File: config.mk
export PLATFORM = sky130hd
export DESIGN_NAME = piso_serializer
export DESIGN_NICKNAME = d
export VERILOG_FILES = /design/src/rtl/piso_pkg.sv /design/src/rtl/piso_bit_counter.sv /design/src/rtl/piso_serializer.sv
export SDC_FILE = /design/constraint.sdc
export NUM_CORES = 1
export LEC_CHECK = 0
export BUFFER_PORTS_ARGS = -buffer_cell sky130_fd_sc_hd__buf_2
export CAP_MARGIN = 20
export CORE_AREA = 4 4 41 43
export CTS_BUF_LIST = sky130_fd_sc_hd__clkbuf_8
export DETAILED_ROUTE_END_ITERATION = 10
export DIE_AREA = 0 0 45 47
export PLACE_DENSITY = 0.7
export SETUP_SLACK_MARGIN = 0.5
export SLEW_MARGIN = 20
export SYNTH_ARGS = -nofsm -noshare
export SYNTH_HDL_FRONTEND = slang
export SYNTH_SLANG_ARGS = --single-unit
File: constraint.sdc
create_clock -name clk -period 1.5 [get_ports clk]
set_input_delay 0.3 -clock clk [delete_from_list [all_inputs] [get_ports clk]]
set_output_delay 0.3 -clock clk [all_outputs]
set_load 0.02 [all_outputs]
File: src/rtl/piso_pkg.sv
// Shared types for the parallel-in serial-out serializer: FSM state encoding
// and bit-counter width helper.
package piso_pkg;

   typedef enum logic [1:0] {
      IDLE   = 2'd0,
      SHIFT  = 2'd1,
      PARITY = 2'd2
   } state_t;

   function automatic int cnt_width(input int width);
      return (width < 2) ? 1 : $clog2(width);
   endfunction

endpackage

File: src/rtl/piso_bit_counter.sv
// Frame bit counter: cleared on word load, counts 0..WIDTH-1 and saturates;
// tc flags the last data bit of the frame.
module piso_bit_counter #(
   parameter int WIDTH = 8
) (
   input  logic clk,
   input  logic rst_n,
   input  logic clear,
   input  logic enable,
   output logic tc
);
   import piso_pkg::*;

   localparam int            CW   = cnt_width(WIDTH);
   localparam logic [CW-1:0] LAST = CW'(WIDTH - 1);

   logic [CW-1:0] cnt;

   always_ff @(posedge clk) begin
      if (!rst_n) begin
         cnt <= '0;
      end else if (clear) begin
         cnt <= '0;
      end else if (enable && !tc) begin
         cnt <= cnt + CW'(1);
      end
   end

   assign tc = (cnt == LAST);

endmodule

File: src/rtl/piso_serializer.sv
// Parallel-in serial-out serializer with valid/ready input and registered serial output.
// Optional even parity bit per frame when PISO_PARITY_EN is defined.
module piso_serializer #(
   parameter int WIDTH     = 8,
   parameter bit MSB_FIRST = 1'b1
) (
   input  logic             clk,
   input  logic             rst_n,
   input  logic [WIDTH-1:0] din,
   input  logic             din_valid,
   output logic             din_ready,
   output logic             so,
   output logic             so_valid,
   output logic             sof,
   output logic             busy
);
   import piso_pkg::*;

   state_t           state, state_nxt;
   logic [WIDTH-1:0] shreg;
   logic             tc;
   logic             ready;
   logic             load;
   logic             step;
`ifdef PISO_PARITY_EN
   logic             par;
`endif

   always_ff @(posedge clk) begin
      if (!rst_n) begin
         state <= IDLE;
      end else begin
         state <= state_nxt;
      end
   end

   // The last frame cycle is also an acceptance slot, so frames can abut.
   always_comb begin
      state_nxt = state;
      ready     = 1'b0;
      load      = 1'b0;
      step      = 1'b0;
      case (state)
         IDLE: begin
            ready = 1'b1;
            if (din_valid) begin
               load      = 1'b1;
               state_nxt = SHIFT;
            end
         end
         SHIFT: begin
            if (!tc) begin
               step = 1'b1;
            end else begin
`ifdef PISO_PARITY_EN
               state_nxt = PARITY;
`else
               ready = 1'b1;
               if (din_valid) begin
                  load = 1'b1;
               end else begin
                  state_nxt = IDLE;
               end
`endif
            end
         end
`ifdef PISO_PARITY_EN
         PARITY: begin
            ready = 1'b1;
            if (din_valid) begin
               load      = 1'b1;
               state_nxt = SHIFT;
            end else begin
               state_nxt = IDLE;
            end
         end
`endif
         default: state_nxt = IDLE;
      endcase
   end

   always_ff @(posedge clk) begin
      if (!rst_n) begin
         shreg <= '0;
         so    <= 1'b0;
         sof   <= 1'b0;
`ifdef PISO_PARITY_EN
         par   <= 1'b0;
`endif
      end else if (load) begin
         so    <= MSB_FIRST ? din[WIDTH-1] : din[0];
         shreg <= MSB_FIRST ? (din << 1) : (din >> 1);
         sof   <= 1'b1;
`ifdef PISO_PARITY_EN
         par   <= ^din;
`endif
      end else if (step) begin
         so    <= MSB_FIRST ? shreg[WIDTH-1] : shreg[0];
         shreg <= MSB_FIRST ? (shreg << 1) : (shreg >> 1);
         sof   <= 1'b0;
`ifdef PISO_PARITY_EN
      end else if (state == SHIFT) begin
         so    <= par;
         sof   <= 1'b0;
`endif
      end else begin
         so    <= 1'b0;
         sof   <= 1'b0;
      end
   end

   piso_bit_counter #(.WIDTH(WIDTH)) u_cnt (
      .clk    (clk),
      .rst_n  (rst_n),
      .clear  (load),
      .enable (step),
      .tc     (tc)
   );

   assign din_ready = ready & rst_n;
   assign busy      = (state != IDLE);
   assign so_valid  = busy;

endmodule

==> results.toml <==
[outcome]
status = "complete, but fails checks"
violations = "negative setup slack"

[die]
fp.dieH_um = 47
core_area_mm2 = 0.00130
io_pins = 16
die_w_um = 45
start_util_pct = 46.2
die_area_mm2 = 0.00212
core.rowCount = 13

[logic_synthesis]
synth-edff-count = 0
yosys_most_used_dff = "dfxtp_1"
post-synth-top-count-cell = "nand2_1"
async_flop_share_pct = 0
synth_area_um2 = 602
synth_top_cell_area_share_pct = 43.2
yosysSeqAreaShare_pct = 43.2
yosys_register_bits = 13
syn_avg_cell_area_um2 = 8.72
synth_cell_types = 20
synthCells = 69
yosysWarnings = 0
synth_top_cells_by_area = "dfxtp_1 (43%), nand2_1 (10%), o31ai_1 (7.5%), a31oi_1 (6.2%), ha_1 (6.2%)"
synth_fp_nets = 83
synth_top_cell_by_area = "dfxtp_1"
synth_common_cells = "nand2_1 (16), dfxtp_1 (13), a31oi_1 (6), o31ai_1 (6), a21oi_1 (5)"

[pwr]
p_per_area_mw_per_mm2 = 944
power_switching_share_pct = 25.8
clkPwrFrac_pct = 36.0
power.internal_uw = 633
power_switching_uw = 220
seqPwrFrac_pct = 44.7
comb_power_share_pct = 19.3
p_total_uw = 854
p_leak_nw = 0.379
irDropWorstVdd_mv = 0.588

[grt]
grt_overflow = 0
grt_pass1_vias = 522
grt_antenna_before_repair = 0
grt_max_degree = 11
grt_util_all_layers_pct = 15.0
grt_first_pass_wirelength_um = 2230

[hold_path]
holdCritStartpoint = "din[7]"
hp-class = "in -> reg"
min_to = "so$_SDFF_PN0_"
holdPathStages = 3

[critical_path]
slowest_delay_ns = 0.35
r2r_setup_slack_ns = -0.03
crit_family = "flip-flops"
cp_num_buf_inv = 1
path_cells = "ha_4 > ha_4 > and2b_2 > nor2_4 > buf_6"
critical_path_required_ns = 1.20
reg2regPathDepth = 8
path_class = "reg -> out"
endpoint_kind = "primary output"
crit_slowest_cell = "dfxtp_2"
r2r_start = "u_cnt.cnt[0]$_SDFFE_PP0P_"
cp.arrival_ns = 1.31
crit_path_frequent_cell = "ha_4"
cp-start-kind = "register"
r2r-end = "u_cnt.cnt[0]$_SDFFE_PP0P_"
worst-path-stages = 5
worstPathMaxFanout = 2

[placed_design]
place_inst = 96
port_buffers = 15
pre_cts_ws_ns = 0.102
hpwl_um = 934
place.gp.congestion = 0.777

[timing]
finalHoldViolCount = 0
drv_slew = 0
tightest_slew_ns = 0.437
fin_crit_sh_pct = 107
rsz0062_at_grt = "yes"
slew_headroom_pct = 70.6
period_needed_ns = 1.61
fmax_mhz = 621
setup_viol = 2
fin_worst_skew_ns = 0.000966
final.setup.tns_ns = -0.140
setup_ws_ns = -0.111

[drt]
route.vias.total = 577
vias_per_cell = 5.29
drc = 0
drt-pass1-iter-count = 5
drt-total-wl_um = 1460
avgRoutedWirePerCell_um = 13.4
postRouteAntennaNets = 0
drtIter0Drc = 21

[layout]
fillers = 96
num_antenna_cells = 0
seqCellArea_um2 = 265
post-route-util_pct = 69.5
fin_nets = 109
areaGrowthSynthToFinish_pct = 50.3
final_cells = 109
drive_gt1_share_pct = 46.8
multi_input_area_um2 = 360

[clock_network]
postCtsHoldBufs = 0
cts_sinks = 13
clock_latency_ns = 0.24
clockBufferDepth = 2
numCtsBuffers = 3
htree_levels = 1
clockRootBuffer = "clkbuf_8"
clk_pin_slew_ns = 0.05
cts_tree = "yes"

[flow_run]
cap_violations = 0
-- power groups by stage --
stage / clock network [mW] / logic [mW] / registers [mW]
CTS: 0.317 / 0.156 / 0.381
floorplan: 0 / 0.0849 / 0.392
finish: 0.308 / 0.164 / 0.382
global route: 0.331 / 0.178 / 0.384
detailed placement: 0 / 0.117 / 0.389
global placement: 0 / 0.116 / 0.389
-- worst max-delay path by stage --
stage / startpoint / endpoint / slack, ns
6_report: u_cnt.cnt[0]$_SDFFE_PP0P_ / din_ready / -0.11
3_3_place_gp: u_cnt.cnt[0]$_SDFFE_PP0P_ / din_ready / 0.12
3_5_place_dp: u_cnt.cnt[0]$_SDFFE_PP0P_ / shreg[4]$_SDFFE_PN0P_ / 0.10
2_1_floorplan: u_cnt.cnt[1]$_SDFFE_PP0P_ / din_ready / 0.15
5_1_grt: u_cnt.cnt[0]$_SDFFE_PP0P_ / din_ready / -0.16
4_1_cts: u_cnt.cnt[0]$_SDFFE_PP0P_ / din_ready / -0.09
-- what timing repair did --
item,CTS,global route
setup endpoints to repair,18,17
gates resized for setup,16,7
buffers inserted,7,2
pin swaps,4,3
-- sequential cells by signal, summed over array words and instances (netlist names) --
| register | flops |
|---|---|
| sof | 1 |
| state | 1 |
| u_cnt.cnt | 3 |
| so | 1 |
| shreg | 7 |
-- per-stage QoR --
step,hold WS (ns),area [µm²]
6_report,0.326,905
2_1_floorplan,0.438,651
3_3_place_gp,0.453,713
5_1_grt,0.337,905
3_5_place_dp,0.461,713
4_1_cts,0.324,862
-- cell type report --
| cell class | instances | share of cell area [%] |
|---|---|---|
| sequential | 13 | 29.3 |
| timing repair buffer | 26 | 23.0 |
| tap | 15 | 2.07 |
| multi-input combinational | 49 | 39.8 |
| inverter | 2 | 0.830 |
| clock buffer | 3 | 4.56 |
| clock inverter | 1 | 0.415 |
-- layer usage --
layer,vias to the layer above,global-route usage [%],part of all wire [%]
met5,-,0,0
met2,22,23.7,48
met4,0,8.77,1.4
met1,264,18.3,44
li1,289,-,-
met3,2,3.83,6.3
-- cell usage in the layout (no fill, tap or decap), drive strengths merged --
cell type	n
o21ai	1
nand2b	2
inv	3
and2b	1
o31ai	6
xnor2	1
nor2	3
clkbuf	3
dfxtp	13
nor2b	1
nand2	16
a31oi	6
a21oi	5
ha	3
buf	26
nand3b	2
o211ai	2
-- worst reg2reg max path, stage by stage, from the launching register on --
cell	delay, ns
dfxtp_2	0.35
ha_4	0.16
ha_4	0.12
and2b_2	0.24
buf_4	0.14
buf_6	0.11
buf_6	0.12
xnor2_2	0.12
nor2_1	0.06
-- cell families (layout without fill, tap and decap cells) --
family,Yosys count,after routing,synth area share [%]
simple gates,25,25,20.0
buf+inv,7,32,7.90
fa+ha+maj,3,3,6.24
flops,13,13,43.2
compound gates,20,20,21.2
xor+xnor,1,1,1.46
No activity file was read; power rests on OpenSTA's default activity.
